===== src/rtl/ultrasonic_pkg.sv =====
// Shared state encoding, default timing constants and a small helper for the ultrasonic scheduler.
package ultrasonic_pkg;

  typedef enum logic [2:0] {
    IDLE,
    TRIG,
    WAIT_RISE,
    MEASURE,
    GUARD
  } state_e;

  // Defaults assume a 50 MHz clk.
  localparam int DEF_NUM_SENSORS  = 4;
  localparam int DEF_CNT_W        = 21;
  localparam int DEF_TRIG_CYCLES  = 500;
  localparam int DEF_RISE_TIMEOUT = 50000;
  localparam int DEF_ECHO_MAX     = 1200000;
  localparam int DEF_GUARD_CYCLES = 3000000;
  localparam int DEF_NEAR_THRESH  = 28012;

  function automatic int max_int(input int a, input int b);
    return (a > b) ? a : b;
  endfunction

endpackage


===== src/rtl/ultrasonic_echo_sync.sv =====
// Two-flop synchronizer for raw echo pins with single-cycle rise/fall pulses on the synchronized value.
module ultrasonic_echo_sync #(
  parameter int WIDTH = 1
) (
  input  logic             clk,
  input  logic             rst_n,
  input  logic [WIDTH-1:0] async_in,
  output logic [WIDTH-1:0] rise,
  output logic [WIDTH-1:0] fall
);

  logic [WIDTH-1:0] meta_q, meta_d;
  logic [WIDTH-1:0] sync_q, sync_d;
  logic [WIDTH-1:0] prev_q, prev_d;

  always_comb begin
    meta_d = async_in;
    sync_d = meta_q;
    prev_d = sync_q;
  end

  always_ff @(posedge clk or negedge rst_n) begin
    if (!rst_n) begin
      meta_q <= '0;
      sync_q <= '0;
      prev_q <= '0;
    end else begin
      meta_q <= meta_d;
      sync_q <= sync_d;
      prev_q <= prev_d;
    end
  end

  assign rise = sync_q & ~prev_q;
  assign fall = ~sync_q & prev_q;

endmodule


===== src/rtl/ultrasonic_scheduler.sv =====
// Round-robin HC-SR04 scheduler sharing one timer across NUM_SENSORS rangers.
// Define ULTRASONIC_HYST_EN to require two agreeing results before a near flag changes.
//
//   state     | meaning
//   ----------+-----------------------------------------------------------
//   IDLE      | scan stopped; waits for enable
//   TRIG      | trig[idx] high, timer counts TRIG_CYCLES down
//   WAIT_RISE | waits for a 0->1 echo edge, timer counts RISE_TIMEOUT down
//   MEASURE   | timer counts echo-high cycles up, saturating at ECHO_MAX
//   GUARD     | crosstalk gap, timer counts GUARD_CYCLES down, then next sensor
module ultrasonic_scheduler
  import ultrasonic_pkg::*;
#(
  parameter int NUM_SENSORS  = DEF_NUM_SENSORS,
  parameter int CNT_W        = DEF_CNT_W,
  parameter int TRIG_CYCLES  = DEF_TRIG_CYCLES,
  parameter int RISE_TIMEOUT = DEF_RISE_TIMEOUT,
  parameter int ECHO_MAX     = DEF_ECHO_MAX,
  parameter int GUARD_CYCLES = DEF_GUARD_CYCLES,
  parameter int NEAR_THRESH  = DEF_NEAR_THRESH
) (
  input  logic                           clk,
  input  logic                           rst_n,
  input  logic                           enable,
  input  logic [NUM_SENSORS-1:0]         echo,
  output logic [NUM_SENSORS-1:0]         trig,
  output logic                           dist_valid,
  output logic [$clog2(NUM_SENSORS)-1:0] dist_id,
  output logic [CNT_W-1:0]               dist_cycles,
  output logic [NUM_SENSORS-1:0]         near,
  output logic                           timeout_err
);

  localparam int ID_W  = $clog2(NUM_SENSORS);
  // The guard gap can outgrow the distance width, so the shared timer is sized for the largest load.
  localparam int TMR_W = max_int(CNT_W, max_int($clog2(GUARD_CYCLES + 1),
                                 max_int($clog2(RISE_TIMEOUT + 1), $clog2(TRIG_CYCLES + 1))));

  localparam logic [TMR_W-1:0] TMR_ONE    = TMR_W'(1);
  localparam logic [TMR_W-1:0] TRIG_LD    = TMR_W'(TRIG_CYCLES - 1);
  localparam logic [TMR_W-1:0] RISE_LD    = TMR_W'(RISE_TIMEOUT - 1);
  localparam logic [TMR_W-1:0] GUARD_LD   = TMR_W'(GUARD_CYCLES - 1);
  localparam logic [TMR_W-1:0] ECHO_MAX_T = TMR_W'(ECHO_MAX);
  localparam logic [CNT_W-1:0] ECHO_MAX_C = CNT_W'(ECHO_MAX);
  localparam logic [CNT_W-1:0] NEAR_C     = CNT_W'(NEAR_THRESH);
  localparam logic [ID_W-1:0]  LAST_IDX   = ID_W'(NUM_SENSORS - 1);
  localparam logic [ID_W-1:0]  ID_ONE     = ID_W'(1);
`ifdef ULTRASONIC_HYST_EN
  localparam logic [CNT_W-1:0] FAR_C      = CNT_W'(NEAR_THRESH + NEAR_THRESH / 8);
`endif

  state_e                 state_q, state_d;
  logic [ID_W-1:0]        idx_q, idx_d;
  logic [TMR_W-1:0]       timer_q, timer_d;
  logic [NUM_SENSORS-1:0] trig_q, trig_d;
  logic                   dist_valid_q, dist_valid_d;
  logic [ID_W-1:0]        dist_id_q, dist_id_d;
  logic [CNT_W-1:0]       dist_cycles_q, dist_cycles_d;
  logic [NUM_SENSORS-1:0] near_q, near_d;
  logic                   timeout_err_q, timeout_err_d;
`ifdef ULTRASONIC_HYST_EN
  logic [NUM_SENSORS-1:0] hist_q, hist_d;
  logic                   result_far;
`endif

  logic [NUM_SENSORS-1:0] echo_rise, echo_fall;
  logic                   rise_sel, fall_sel;
  logic                   result_set, result_to, result_near;
  logic [CNT_W-1:0]       result_val;

  for (genvar i = 0; i < NUM_SENSORS; i++) begin : g_sync
    ultrasonic_echo_sync #(.WIDTH(1)) u_sync (
      .clk     (clk),
      .rst_n   (rst_n),
      .async_in(echo[i]),
      .rise    (echo_rise[i]),
      .fall    (echo_fall[i])
    );
  end

  assign rise_sel = echo_rise[idx_q];
  assign fall_sel = echo_fall[idx_q];

  always_comb begin
    state_d       = state_q;
    idx_d         = idx_q;
    timer_d       = timer_q;
    dist_valid_d  = 1'b0;
    timeout_err_d = 1'b0;
    dist_id_d     = dist_id_q;
    dist_cycles_d = dist_cycles_q;
    result_set    = 1'b0;
    result_to     = 1'b0;
    result_val    = '0;

    unique case (state_q)
      IDLE: begin
        timer_d = '0;
        if (enable) begin
          state_d = TRIG;
          timer_d = TRIG_LD;
        end
      end
      TRIG: begin
        if (timer_q == '0) begin
          state_d = WAIT_RISE;
          timer_d = RISE_LD;
        end else begin
          timer_d = timer_q - TMR_ONE;
        end
      end
      WAIT_RISE: begin
        if (rise_sel) begin
          state_d = MEASURE;
          timer_d = '0;
        end else if (timer_q == '0) begin
          result_set = 1'b1;
          result_to  = 1'b1;
          result_val = ECHO_MAX_C;
        end else begin
          timer_d = timer_q - TMR_ONE;
        end
      end
      MEASURE: begin
        if (fall_sel) begin
          result_set = 1'b1;
          result_val = CNT_W'(timer_q);
        end else if (timer_q >= ECHO_MAX_T) begin
          result_set = 1'b1;
          result_to  = 1'b1;
          result_val = ECHO_MAX_C;
        end else if (timer_q != '1) begin
          timer_d = timer_q + TMR_ONE;
        end
      end
      GUARD: begin
        if (timer_q == '0) begin
          idx_d   = (idx_q == LAST_IDX) ? '0 : idx_q + ID_ONE;
          state_d = enable ? TRIG : IDLE;
          timer_d = enable ? TRIG_LD : '0;
        end else begin
          timer_d = timer_q - TMR_ONE;
        end
      end
      default: begin
        state_d = IDLE;
        timer_d = '0;
      end
    endcase

    if (result_set) begin
      state_d       = GUARD;
      timer_d       = GUARD_LD;
      dist_valid_d  = 1'b1;
      timeout_err_d = result_to;
      dist_id_d     = idx_q;
      dist_cycles_d = result_val;
    end

    // Registered one-hot trigger keeps the pins glitch-free and aligned with state_q == TRIG.
    trig_d = '0;
    if (state_d == TRIG) trig_d[idx_d] = 1'b1;
  end

  always_comb begin
    near_d      = near_q;
    result_near = !result_to && (result_val < NEAR_C);
`ifdef ULTRASONIC_HYST_EN
    hist_d      = hist_q;
    result_far  = result_to || (result_val >= FAR_C);
    // hist marks that the previous result already pointed towards the opposite flag value.
    if (result_set) begin
      if (!near_q[idx_q]) begin
        if (result_near && hist_q[idx_q]) begin
          near_d[idx_q] = 1'b1;
          hist_d[idx_q] = 1'b0;
        end else begin
          hist_d[idx_q] = result_near;
        end
      end else begin
        if (result_far && hist_q[idx_q]) begin
          near_d[idx_q] = 1'b0;
          hist_d[idx_q] = 1'b0;
        end else begin
          hist_d[idx_q] = result_far;
        end
      end
    end
`else
    if (result_set) near_d[idx_q] = result_near;
`endif
  end

  always_ff @(posedge clk or negedge rst_n) begin
    if (!rst_n) begin
      state_q       <= IDLE;
      idx_q         <= '0;
      timer_q       <= '0;
      trig_q        <= '0;
      dist_valid_q  <= 1'b0;
      dist_id_q     <= '0;
      dist_cycles_q <= '0;
      near_q        <= '0;
      timeout_err_q <= 1'b0;
`ifdef ULTRASONIC_HYST_EN
      hist_q        <= '0;
`endif
    end else begin
      state_q       <= state_d;
      idx_q         <= idx_d;
      timer_q       <= timer_d;
      trig_q        <= trig_d;
      dist_valid_q  <= dist_valid_d;
      dist_id_q     <= dist_id_d;
      dist_cycles_q <= dist_cycles_d;
      near_q        <= near_d;
      timeout_err_q <= timeout_err_d;
`ifdef ULTRASONIC_HYST_EN
      hist_q        <= hist_d;
`endif
    end
  end

  assign trig        = trig_q;
  assign dist_valid  = dist_valid_q;
  assign dist_id     = dist_id_q;
  assign dist_cycles = dist_cycles_q;
  assign near        = near_q;
  assign timeout_err = timeout_err_q;

endmodule


===== config.mk =====
export PLATFORM = sky130hd
export DESIGN_NAME = ultrasonic_scheduler
export DESIGN_NICKNAME = d
export VERILOG_FILES = /design/src/rtl/ultrasonic_pkg.sv /design/src/rtl/ultrasonic_echo_sync.sv /design/src/rtl/ultrasonic_scheduler.sv
export SDC_FILE = /design/constraint.sdc
export NUM_CORES = 1
export LEC_CHECK = 0
export CAP_MARGIN = 20
export CORE_MARGIN = 5
export CORE_UTILIZATION = 45
export CTS_CLUSTER_DIAMETER = 30
export DETAILED_ROUTE_END_ITERATION = 7
export PLACE_DENSITY = 0.64
export SLEW_MARGIN = 10
export SYNTH_ARGS = -nofsm -noshare
export SYNTH_HDL_FRONTEND = slang
export SYNTH_SLANG_ARGS = --single-unit

===== constraint.sdc =====
create_clock -name clk -period 3.7 [get_ports clk]
set_input_delay 0.74 -clock clk [delete_from_list [all_inputs] [get_ports clk]]
set_output_delay 0.74 -clock clk [all_outputs]
set_load 0.03 [all_outputs]

==> run_results.csv, run 1 <==
group,metric,value,unit
status,status,"complete, no violations",
grt,antenna_found_initial,0,
critical_path,slowest_stage,"a21oi_1",
grt,grt_pass1_vias,3636,
floorplanning,ios,40,
clock_network,htree_levels,3,
synth,yosysUniqueCellTypes,70,
route,post_drt_wl_per_cell,19.2,um
route,drc_errors,0,
critical_path,reg2reg_setup_slack,930,ps
synth,synth-main-ff-cell,"dfrtp_1",
power,leakage,2.01,nW
route,detail-route-antenna-nets,0,
sta,period_needed,2770,ps
clock_network,path_clk_slew,80,ps
layout,n_fill_cell,787,
sta,report.final.slew_viol_count,0,
placement,place_ws,991,ps
synth,synth_edf_count,0,
clock_network,root_buffer,"clkbuf_8",
clock_network,cts_resized,0,
sta,setup_viol,0,
critical_path,worstPathArrival,2950,ps
critical_path,path_class,"reg2reg",
route,routed_wl,11100,um
placement,dpl-instance-area,4540,sq um
synth,async_flop_share,100,%
critical_path,crit_path_end,"timer_q[9]",
synth,synth-compound-area-share,20.1,%
floorplanning,die_area,10900,sq um
critical_path,critPathMaxStageDelay,580,ps
power,switchingPower,1.15,mW
critical_path,reg2reg_depth,6,
layout,diodes,0,
synth,avgSynthCellArea,9.44,sq um
clock_network,clock_latency,350,ps
synth,ys_seq_elements,72,
critical_path,worst_setup_path_end_kind,"register",
layout,nets,475,
sta,rsz0062_at_grt,"no",
placement,gp_congestion,0.921,
synth,synth_top_family_by_area,"simple AND/OR/NAND/NOR gates",
route,num_vias,3541,
sta,setup_slack,929,ps
power,p_clk_share,24.0,%
sta,finalSetupTns,0,ps
floorplanning,row_count,34,
layout,drive_above_1_share,11.6,%
synth,syn-cell-area,4030,sq um
power,pwr-share-comb,33.0,%
synth,synth-adder-area-share,1.86,%
clock_network,ctsHoldBuffers,0,
layout,design_area,4760,sq um
power,seq_power_share,43.1,%
sta,worst_slew_pin_slew,850,ps
synth,syn_inst,427,
critical_path,critical_path.startpoint,"timer_q[16]",
grt,grt-ovfl-total,0,
sta,finalClockSkew,12.0,ps
synth,ys_seq_area_share,44.7,%
sta,fmax,0.361,GHz
synth,yosys.area_share.xor_xnor,2.83,%
critical_path,worstPathMaxFanout,13,
route,dr.pass1.iters,5,
critical_path,timing.rr.end,"timer_q[9]",
critical_path,cp_cell_sequence,"or2_2, a311oi_1, o211ai_1, and2_1, a21oi_1, o211ai_1",
layout,area_delta_synth_final,18.0,%
route,vias_per_cell,6.16,
critical_path,cpMostUsedCell,"o211ai_1",
clock_network,clockBufferDepth,2,
critical_path,startpoint_type,"register",
power,p_sw_share,39.2,%
worst_hold_path,hold_path_class,"reg2reg",
grt,grt_max_degree,73,
clock_network,cts_tree,"done",
sta,timing.hold.ws,352,ps
floorplanning,die_x,105,um
route,first_iter_violations,221,
placement,io_buffer_count,39,
power,power_density,614,nW/um^2
sta,hold_viol,0,
floorplanning,start_util,46.2,%
sta,relSlewSlack,43.3,%
clock_network,clock-sinks,72,
clock_network,post_cts_buffers,0,
power,ir_drop,0.277,mV
power,internal-power,1.77,mW
critical_path,crit_required,3880,ps
grt,track_usage,20.7,%
floorplanning,core-area,8720,sq um
synth,synth-simple-area-share,23.4,%
synth,synth.area.mux_share,2.45,%
synth,synth_nets,440,
placement,place_hpwl,7750,um
grt,grt_pass1_wl,18500,um
synth,synth_warnings,0,
flow_run,drv_cap,0,
floorplanning,fp.dieH,105,um
sta,fin_crit_sh,74.9,%
critical_path,critical_path.reg2reg.startpoint,"timer_q[16]",
clock_network,cts_inserted_buffers,9,
## final cells by class
class	instances	area [sq um]	area share [%]
clock inverter	6	93.8	1.97
timing repair buffer	55	518	10.9
inverter	10	37.5	0.789
tap	108	135	2.84
multi-input combinational	314	2040	43.0
sequential	72	1800	37.9
clock buffer	10	128	2.68
## layer usage
metal	part of all wire (%)	vias to the layer above	track usage, %
li1	-	1654	-
met1	43	1720	26.7
met2	48	139	34.2
met3	5.7	28	4.19
met4	2.9	0	8.49
met5	0	-	0
## power by group through the flow
stage | Sequential (mW) | Combinational, mW | Clock [mW]
floorplan | 1.17 | 0.704 | 0
global placement | 1.26 | 0.945 | 0
detailed placement | 1.26 | 0.956 | 0
CTS | 1.25 | 0.961 | 0.716
global route | 1.28 | 1.05 | 0.750
finish | 1.26 | 0.964 | 0.700
## cell usage after synthesis (3+ instances only)
library cell | n | share of area (%)
a21boi_0 | 3 | 0.56
a21o_1 | 5 | 0.93
a21oi_1 | 18 | 2.2
a22o_1 | 16 | 3.5
a22oi_1 | 4 | 0.75
a31oi_1 | 5 | 0.78
and2_1 | 3 | 0.47
and3_1 | 5 | 0.78
and4_1 | 5 | 1.1
buf_6 | 3 | 0.84
clkbuf_1 | 25 | 2.3
dfrtp_1 | 72 | 45
ha_1 | 6 | 1.9
inv_1 | 9 | 0.84
nand2_1 | 38 | 3.5
nand2b_1 | 7 | 1.1
nand3_1 | 11 | 1.4
nand4_1 | 10 | 1.6
nor2_1 | 25 | 2.3
nor2b_1 | 3 | 0.47
nor3_1 | 18 | 2.2
nor4_1 | 8 | 1.2
nor4b_1 | 3 | 0.65
o211ai_1 | 7 | 1.3
o21a_1 | 5 | 0.93
o21ai_0 | 32 | 4.0
or2_2 | 3 | 0.47
or3_1 | 11 | 1.7
xnor2_1 | 10 | 2.2
xor2_1 | 3 | 0.65
## through the flow
stage / power, mW / cells / utilization (%)
5_1_grt: 3.08 / 575 / 54.5
3_3_place_gp: 2.20 / 559 / 52.0
3_5_place_dp: 2.21 / 559 / 52.0
4_1_cts: 2.92 / 575 / 54.5
6_report: 2.92 / 575 / 54.5
2_1_floorplan: 1.87 / 427 / -
## critical path: cells and delay by family (launching register included)
| family | cells | cell delay [ps] |
|---|---|---|
| compound gates | 4 | 1380 |
| simple gates | 2 | 730 |
| flops | 1 | 490 |
## cells in the final DEF (no fill, tap or decap), types with 15 or more instances in the layout
cell type / instances
dfrtp_1: 72
nand2_1: 38
clkdlybuf4s50_1: 38
o21ai_0: 32
nor2_1: 25
nor3_1: 18
a21oi_1: 18
a22o_1: 16
buf_4: 15
## kinds of logic (layout without fill, tap and decap cells)
| group | count (synthesis) | in the layout |
|---|---|---|
| xor gates and xnor gates | 13 | 13 |
| adders and majority gates | 6 | 6 |
| AOI/OAI and AO/OA | 119 | 119 |
| muxes | 6 | 6 |
| DFF | 72 | 72 |
| and+or+nand+nor | 170 | 170 |
| buffers and inverters | 41 | 81 |
## state kept, by name (all words and copies together) (netlist names)
register              count
trig                      4
near                      4
g_sync.u_sync.meta_q      4
dist_valid                1
g_sync.u_sync.prev_d      4
idx_q                     2
state_q                   3
g_sync.u_sync.prev_q      4
timeout_err               1
dist_cycles              21
timer_q                  22
dist_id                   2
## worst min path at each step
stage / from / end / cells after the start
3_5_place_dp: g_sync[3].u_sync.meta_q / g_sync[3].u_sync.prev_d / 0
4_1_cts: g_sync[0].u_sync.meta_q / g_sync[0].u_sync.prev_d / 0
5_1_grt: g_sync[2].u_sync.meta_q / g_sync[2].u_sync.prev_d / 0
6_report: g_sync[2].u_sync.meta_q / g_sync[2].u_sync.prev_d / 0
3_3_place_gp: g_sync[3].u_sync.meta_q / g_sync[3].u_sync.prev_d / 0
2_1_floorplan: g_sync[0].u_sync.meta_q / g_sync[0].u_sync.prev_d / 0
Note: power is estimated with default switching activity, not from simulation.
==> run 2: changes to the inputs <==
- clock period: 3.7 -> 2.8 ns (I/O delays scaled with it)
==> run 2 against run 1 <==
Against the previous run: highest routed layer unchanged; critical path depth is the same; core utilization up 1.8 points; first-iteration DRC count rose by 14%; cell count up 4.0%; die area stayed put; largest cell class unchanged; worst setup slack worse by 820 ps; register-to-register slack worse by 820 ps; critical endpoint is now timer_q[10]; sequential share of layout area down 1.2 points; clock power rose by 26%.
==> run_results.csv, run 2 (synthesized netlist as in run 1, its figures left out) <==
group,metric,value,unit
status,status,"complete, no violations",
route,vias_per_cell,6.18,
critical_path,cp_cell_sequence,"or4_4, or3_4, o21ai_0, nand2_1, a221oi_1, o21ai_0",
floorplanning,die_area,10900,sq um
sta,setup_slack,111,ps
layout,fin_util,56.4,%
route,detail-route-antenna-nets,0,
sta,setup_viol,0,
critical_path,worstPathMaxFanout,10,
sta,hold_viol,0,
route,post_drt_wl_per_cell,19.7,um
grt,grt_max_degree,25,
grt,track_usage,22.3,%
placement,gp_congestion,0.906,
floorplanning,start_util,46.2,%
clock_network,cts_resized,0,
route,num_vias,3694,
critical_path,path_buf_inv,0,
critical_path,reg2reg_depth,6,
power,ir_drop,0.316,mV
clock_network,cts_tree,"done",
layout,largest_register_ff_count,22,
critical_path,critPathMaxStageDelay,570,ps
sta,finalClockSkew,12.9,ps
route,first_iter_violations,252,
route,dr.pass1.iters,5,
clock_network,path_clk_slew,90,ps
floorplanning,row_count,34,
critical_path,slowest_stage,"or4_4",
sta,report.final.slew_viol_count,0,
power,leakage,2.12,nW
clock_network,post_cts_buffers,0,
sta,rsz0062_at_grt,"no",
floorplanning,fp.dieH,105,um
grt,grt-ovfl-total,0,
grt,antenna_found_initial,0,
floorplanning,core-area,8720,sq um
sta,finalSetupTns,0,ps
route,routed_wl,11800,um
critical_path,worst_setup_path_end_kind,"register",
placement,place_ws,200,ps
sta,fmax,0.372,GHz
clock_network,clockBufferDepth,2,
clock_network,clock-sinks,72,
critical_path,crit_family,"simple AND/OR/NAND/NOR gates",
clock_network,clock_latency,360,ps
critical_path,crit_required,3040,ps
layout,top_register,"timer_q",
layout,design_area,4910,sq um
sta,fin_crit_sh,96.1,%
clock_network,root_buffer,"clkbuf_8",
power,power_density,814,nW/um^2
layout,nets,498,
layout,final_common_cell,"dfrtp_1",
critical_path,critical_path.reg2reg.startpoint,"timer_q[19]",
clock_network,cts_inserted_buffers,9,
critical_path,path_class,"reg2reg",
layout,area_delta_synth_final,21.9,%
critical_path,cpMostUsedCell,"o21ai_0",
critical_path,reg2reg_setup_slack,110,ps
critical_path,worstPathArrival,2930,ps
critical_path,timing.rr.end,"timer_q[10]",
grt,grt_pass1_wl,19800,um
critical_path,startpoint_type,"register",
grt,grt_pass1_vias,3901,
placement,place_hpwl,8530,um
clock_network,htree_levels,3,
sta,relSlewSlack,55.4,%
layout,final_cell_mix,"dfrtp_1, nand2_1, clkdlybuf4s50_1, buf_4, o21ai_0",
floorplanning,die_x,105,um
sta,period_needed,2690,ps
placement,dpl-instance-area,4710,sq um
layout,diodes,0,
route,drc_errors,0,
layout,drive_above_1_share,16.1,%
clock_network,ctsHoldBuffers,0,
placement,io_buffer_count,39,
sta,worst_slew_pin_slew,663,ps
flow_run,drv_cap,0,
floorplanning,ios,40,
worst_hold_path,hold_path_class,"in2async",
[run 2: changes by cell type in the layout (fill, tap and decap cells not counted)]
cell       change
buf_4         +23
inv_6          +3
bufinv_16      -1
clkinv_2       +1
clkinv_4       -2
clkbuf_1       -1
nor3_2         +1
nor3_1         -1
[run 2: stage by stage]
| stage | hold slack [ps] | std cells | total power, mW |
|---|---|---|---|
| after floorplan | 264 | 427 | 2.47 |
| after global placement | 333 | 582 | 3.07 |
| after detailed placement | 336 | 582 | 3.10 |
| after CTS | 186 | 598 | 3.99 |
| after global routing | 216 | 598 | 4.22 |
| final | 171 | 598 | 4.00 |
[run 2: power by group]
group	internal (mW)	switching, mW	total [mW]
Combinational	0.716	0.925	1.64
Clock	0.421	0.461	0.883
Sequential	1.25	0.224	1.48
[run 2: worst max-delay path by stage]
stage	startpoint	to	slack, ps	cells after the start
6_report	timer_q[19]	timer_q[10]	110	6
3_5_place_dp	timer_q[19]	timer_q[10]	200	6
3_3_place_gp	timer_q[19]	timer_q[1]	290	6
2_1_floorplan	timer_q[18]	trig[3]	390	6
5_1_grt	timer_q[19]	timer_q[10]	3	6
4_1_cts	timer_q[19]	timer_q[10]	180	6
[run 2: area by class of cell]
type	instances	area (sq um)
multi-input combinational	314	2050
clock inverter	7	77.6
sequential	72	1800
clock buffer	9	124
inverter	10	37.5
tap	108	135
timing repair buffer	78	691
fill	777	3810
[run 2: worst register-to-register path: stages, from the launching register on]
cell,delay [ps]
dfrtp_1,400
or4_4,570
or3_4,420
o21ai_0,380
nand2_1,340
a221oi_1,350
o21ai_0,120
[run 2: metal layers]
metal / vias up / track usage (%) / wire (um)
met1: 1813 / 28.6 / 4960
met4: 0 / 9.41 / 335
met2: 157 / 37.0 / 5700
met3: 31 / 4.07 / 757
li1: 1693 / - / -
met5: - / 0 / 0
